File: config.mk
export PLATFORM = sky130hd
export DESIGN_NAME = blake2_stream_ctrl
export DESIGN_NICKNAME = d
export VERILOG_FILES = /design/src/rtl/blake2_stream_ctrl.sv
export SDC_FILE = /design/constraint.sdc
export NUM_CORES = 1
export LEC_CHECK = 0
export BUFFER_PORTS_ARGS = -buffer_cell sky130_fd_sc_hd__buf_2
export CELL_PAD_IN_SITES_DETAIL_PLACEMENT = 1
export CELL_PAD_IN_SITES_GLOBAL_PLACEMENT = 1
export CORE_AREA = 2 2 308 310
export CTS_CLUSTER_DIAMETER = 30
export CTS_CLUSTER_SIZE = 40
export DETAILED_ROUTE_END_ITERATION = 10
export DIE_AREA = 0 0 310 312
export PLACE_DENSITY_LB_ADDON = 0.25
export SLEW_MARGIN = 15
export SYNTH_ARGS = -nofsm -noshare
export SYNTH_HDL_FRONTEND = slang
export SYNTH_SLANG_ARGS = --single-unit
export TNS_END_PERCENT = 10
File: constraint.sdc
create_clock -name clk -period 7.2 [get_ports clk]
set_input_delay 0.36 -clock clk [delete_from_list [all_inputs] [get_ports clk]]
set_output_delay 0.36 -clock clk [all_outputs]
set_load 0.005 [all_outputs]
File: src/rtl/blake2_stream_ctrl.sv
// Streams message words into BLAKE2 engine blocks and sequences the
// init/next/final pulses, then holds the captured digest until it is consumed.
module blake2_stream_ctrl #(
    parameter int BLOCK_WIDTH   = 512,
    parameter int WORD_WIDTH    = 32,
    parameter int DATA_LENGTH   = 64,
    parameter int DIGEST_LENGTH = 88
) (
    input  logic                               clk,
    input  logic                               reset_n,
    input  logic                               in_valid,
    output logic                               in_ready,
    input  logic [WORD_WIDTH-1:0]              in_data,
    input  logic [$clog2(WORD_WIDTH/8):0]      in_nbytes,
    input  logic                               in_last,
    output logic                               eng_init,
    output logic                               eng_next,
    output logic                               eng_final,
    output logic [BLOCK_WIDTH-1:0]             eng_block,
    output logic [DATA_LENGTH-1:0]             eng_length,
    input  logic                               eng_hash_ready,
    input  logic                               eng_digest_valid,
    input  logic [DIGEST_LENGTH-1:0]           eng_digest,
    output logic                               dig_valid,
    input  logic                               dig_ready,
    output logic [DIGEST_LENGTH-1:0]           dig_data,
    output logic                               busy
);

    localparam int WORDS  = BLOCK_WIDTH / WORD_WIDTH;
    localparam int WBYTES = WORD_WIDTH / 8;
    localparam int IW     = $clog2(WORDS + 1);

    typedef enum logic [2:0] {IDLE, INIT, FILL, ISSUE, WAIT, DONE} state_t;

    state_t                     state_q;
    logic [BLOCK_WIDTH-1:0]     block_q;
    logic [DATA_LENGTH-1:0]     len_q;
    logic [IW-1:0]              idx_q;
    logic                       final_q;
    logic                       wait_final_q;
    logic                       guard_q;
    logic                       fresh_q;
    logic                       init_q;
    logic                       next_q;
    logic                       fin_q;
    logic                       dig_valid_q;
    logic [DIGEST_LENGTH-1:0]   dig_q;

    logic                       full;
    logic                       accept;
    logic [WORD_WIDTH-1:0]      masked;
    logic [BLOCK_WIDTH-1:0]     block_d;

    assign full       = (idx_q == IW'(WORDS));
    assign in_ready   = (state_q == FILL) && !full;
    assign accept     = in_valid && in_ready;
    assign busy       = (state_q != IDLE);
    assign eng_init   = init_q;
    assign eng_next   = next_q;
    assign eng_final  = fin_q;
    assign eng_block  = block_q;
    assign eng_length = len_q;
    assign dig_valid  = dig_valid_q;
    assign dig_data   = dig_q;

    always_comb begin
        masked = '0;
        for (int unsigned b = 0; b < WBYTES; b++) begin
            if (b < 32'(in_nbytes)) masked[b*8 +: 8] = in_data[b*8 +: 8];
        end
        // The previous block is cleared lazily on the first write so it stays
        // visible to the engine until new data actually arrives.
        block_d = fresh_q ? '0 : block_q;
        if (!full) block_d[int'(idx_q)*WORD_WIDTH +: WORD_WIDTH] = masked;
    end

    always_ff @(posedge clk or negedge reset_n) begin
        if (!reset_n) begin
            state_q      <= IDLE;
            block_q      <= '0;
            len_q        <= '0;
            idx_q        <= '0;
            final_q      <= 1'b0;
            wait_final_q <= 1'b0;
            guard_q      <= 1'b0;
            fresh_q      <= 1'b0;
            init_q       <= 1'b0;
            next_q       <= 1'b0;
            fin_q        <= 1'b0;
            dig_valid_q  <= 1'b0;
            dig_q        <= '0;
        end else begin
            init_q <= 1'b0;
            next_q <= 1'b0;
            fin_q  <= 1'b0;
            case (state_q)
                IDLE: begin
                    if (in_valid && eng_hash_ready) begin
                        init_q  <= 1'b1;
                        block_q <= '0;
                        len_q   <= '0;
                        idx_q   <= '0;
                        fresh_q <= 1'b0;
                        state_q <= INIT;
                    end
                end
                INIT: begin
                    guard_q      <= 1'b1;
                    wait_final_q <= 1'b0;
                    state_q      <= WAIT;
                end
                FILL: begin
                    if (accept) begin
                        block_q <= block_d;
                        fresh_q <= 1'b0;
                        idx_q   <= idx_q + IW'(1);
                        len_q   <= len_q + DATA_LENGTH'(in_nbytes);
                        if (in_last) begin
                            final_q <= 1'b1;
                            state_q <= ISSUE;
                        end
                    end else if (full && in_valid) begin
                        final_q <= 1'b0;
                        state_q <= ISSUE;
                    end
                end
                ISSUE: begin
                    if (eng_hash_ready) begin
                        next_q       <= !final_q;
                        fin_q        <= final_q;
                        wait_final_q <= final_q;
                        guard_q      <= 1'b1;
                        state_q      <= WAIT;
                    end
                end
                WAIT: begin
                    // Pulse cycle, then one guard cycle, before trusting eng_hash_ready.
                    if (next_q || fin_q) begin
                        guard_q <= 1'b1;
                    end else if (guard_q) begin
                        guard_q <= 1'b0;
                    end else if (eng_hash_ready && (!wait_final_q || eng_digest_valid)) begin
                        if (wait_final_q) begin
                            dig_q       <= eng_digest;
                            dig_valid_q <= 1'b1;
                            state_q     <= DONE;
                        end else begin
                            idx_q   <= '0;
                            fresh_q <= 1'b1;
                            state_q <= FILL;
                        end
                    end
                end
                DONE: begin
                    if (dig_ready) begin
                        dig_valid_q <= 1'b0;
                        state_q     <= IDLE;
                    end
                end
                default: state_q <= IDLE;
            endcase
        end
    end

endmodule
==> out/results.txt <==
CTS clk-pin slew, worst paths: 0.04 ns
Critical Path AT: 4.99 ns
DRC violations left: 0
number of global-route vias before repair: 24898
Pint: 10.1 mW
Remaining Overflow, GRT: 0
Buffers on Ports: 799
Via-to-Cell Ratio: 5.11
maximum clock path buffer count: 3
Mapped Cells: 2066
WS Path Type: reg -> reg
first-pass GRT wire length: 180000 um
Synth cell types: 47
Buf+Inv Stages, Crit Path: 2
Post-Place Worst Slack: 2.83 ns
area grow syn2layout: 49.1%
Die Y: 312 um
nets@finish: 3187
Worst EP required: 7.84 ns
status: complete, no violations
Switch Pwr: 3.52 mW
Cell Area, Synth: 0.0263 sq mm
worst r2r src: idx_q[0]
TritonRoute pass-1 iters: 5
min setup slack post-route: 2.85 ns
Ys Warns: 0
Achievable Freq: 230 MHz
crit path time final: 4.35 ns
Post-CTS Resized: 0
initial antenna violation count: 5
GRT Util Overall: 25.3%
CTS buffer count: 175
Initial Util: 28.3%
per-cell routed wire length: 27.9 um
aggregate routed wire length: 124000 um
Flop pwr share: 29.6%
htree depth: 4
Final Hold Viols: 0
FFs w/ async S/R, synth: 100%
Core Rows: 112
CP endpoint kind: register
most common cell after layout, fill and taps aside: buf_2
Rel. slew slack: 20.8%
Worst setup SP type: register
Yosys reg bits: 680
RSZ-0062 raised after global routing: no
initial DRC count: 1354
antenna viol nets, final: 0
# IOs: 800
mean post-synth cell area: 12.7 sq um
Pins Over Slew Limit: 0
slowest stage delay, CP: 0.77 ns
Sink Count: 680
die width: 310 um
Static Leak: 20.3 nW
Crit-path slowest cell: nand4_1
clk_lat worst skew: 0.75 ns
setup TNS: 0 ns
DP HPWL: 82200 um
Worst path top cell family by delay: simple AND/OR/NAND/NOR gates
Clock power frac: 61.3%
Critical Path Source: idx_q[0]
Final period util: 60.4%
Synth top area share: 64.6%
die area: 0.0967 sq mm
Root Buffer: clkbuf_16
commonest cells after routing, fill and taps aside: 798 x buf_2, 680 x dfrtp_1, 361 x a22o_1
Hold Path Class: in -> reg
largest net degree at the start of global routing: 138
Hold Path Origin: in_data[14]
Comb pwr share: 9.1%
syn nets: 2204
crit path cell chain: inv_1 -> ha_1 -> nand2_1 -> inv_1 -> ha_1 -> nand2b_4 -> a2111oi_4 -> nand4_1 -> or3_1 -> or4_1 -> a21oi_1
Final Setup Violations: 0
largest cells by area after synthesis: dfrtp_1 65%, a22o_1 12%, o2bb2ai_1 4.0%
sw frac: 25.9%
worst vdd ir: 222 uV
sequential area share after synthesis: 64.6%
Synth area leader: dfrtp_1
power density cells: 346 mW/mm^2
worst-path fanout max: 20
clk_skew: 0.0354 ns
Most used DFF post-synth: dfrtp_1
Post-synth EDFFs: 0
via count: 22767
share of cells above drive strength 1: 39.2%
Worst Tran Pin Value: 1.19 ns
core area: 0.0930 sq mm
CTS tree: done
overall power: 13.6 mW
Max Cap Violations: 0
routability cong.: 0.843
-- worst register-to-register path, delay by kind of cell, from the launching register on --
family / cells / cell delay [ns]
fa+ha+maj: 2 / 0.60
flops: 1 / 0.53
buf+inv: 2 / 0.20
compound gates: 2 / 0.67
simple gates: 5 / 2.25
-- state kept, by name, indices dropped and copies added (netlist names) --
signal / cells
eng_length: 64
eng_final: 1
dig_valid: 1
eng_init: 1
dig_data: 88
wait_final_q: 1
guard_q: 1
fresh_q: 1
state_q: 3
final_q: 1
eng_block: 512
idx_q: 5
eng_next: 1
-- worst paths after layout --
check / endpoint / slack (ns) / cells after the start
hold / removal: eng_block[270] / 0.06 / 3
max in group asynchronous: eng_block[364] / 5.36 / 3
hold reg to reg: eng_block[17] / 0.47 / 2
setup reg to reg: eng_length[58] / 2.85 / 11
min in group asynchronous: eng_block[337] / 0.26 / 2
setup / recovery: eng_length[58] / 2.85 / 11
-- cell type report --
class                           count  area [sq um]
Inverter                           23          86.3
Clock buffer                      239          4970
Antenna cell                        3          7.51
Sequential cell                   680         17000
Multi-Input combinational cell   1211          8680
Clock inverter                     86          1360
Tap cell                         1254          1570
Fill cell                        9974         53800
Timing Repair Buffer              958          5540
-- logic make-up (layout without fill, tap and decap cells) --
group	count (synthesis)	in the layout	share of synthesized area, %
multiplexers	88	88	3.76
other	0	3	0
AND/OR/NAND/NOR	471	471	8.31
flip-flops	680	680	64.6
XOR/XNOR	50	50	1.66
adder cells (fa/ha/maj)	8	8	0.409
buffers and inverters	175	1306	2.72
AO/OA/AOI/OAI	594	594	18.5
-- synth_stat cells (3+ instances only) --
| cell type | n |
|---|---|
| buf_1 | 12 |
| o2bb2ai_1 | 120 |
| nand4_1 | 23 |
| buf_4 | 6 |
| a31o_2 | 3 |
| and4_1 | 3 |
| a21oi_1 | 26 |
| and3_1 | 13 |
| a22o_1 | 361 |
| inv_1 | 23 |
| xnor2_1 | 35 |
| nand3b_1 | 3 |
| o21ai_1 | 5 |
| or4_1 | 3 |
| or3_1 | 22 |
| nand3_1 | 56 |
| xor2_1 | 15 |
| o21ai_0 | 66 |
| nand2b_1 | 9 |
| o31ai_1 | 3 |
| nand2_1 | 128 |
| a21o_1 | 3 |
| dfrtp_1 | 680 |
| clkbuf_1 | 105 |
| mux2_2 | 88 |
| nor3_1 | 16 |
| buf_2 | 29 |
| nor2_1 | 161 |
| ha_1 | 7 |
| nor2b_1 | 4 |
| nor4_1 | 16 |
-- routing by layer --
layer | GRT usage (%) | vias to the layer above | share of wire (%)
met5 | 0 | - | 0.010
met4 | 10.0 | 2 | 3.8
met3 | 7.34 | 220 | 7.3
met2 | 43.1 | 917 | 50
met1 | 29.9 | 11967 | 39
li1 | - | 9661 | -
-- timing repair --
| item | 4_1_cts | 5_1_grt |
|---|---|---|
| hold buffers | 115 | 0 |
| setup buffers | 0 | 0 |
| hold endpoints to repair | 227 | 0 |
-- power by group through the flow --
stage | Combinational (mW) | Sequential (mW) | Clock (mW)
finish | 1.24 | 4.03 | 8.33
global route | 1.34 | 4.04 | 8.68
global placement | 1.19 | 4.07 | 0
CTS | 1.27 | 4.02 | 8.45
detailed placement | 1.21 | 4.08 | 0
floorplan | 0.562 | 4.04 | 0
-- per-stage QoR --
step	area (sq um)	hold slack, ns	cells	utilization, %
final	39200	0.0638	4454	42.2
after floorplan	26300	0.0644	2066	-
after global placement	31700	0.440	4011	34.1
after global routing	39200	0.0423	4454	42.2
after CTS	39200	0.0102	4451	42.2
after detailed placement	31700	0.455	4011	34.1
Note: power is estimated with default switching activity, not from simulation.
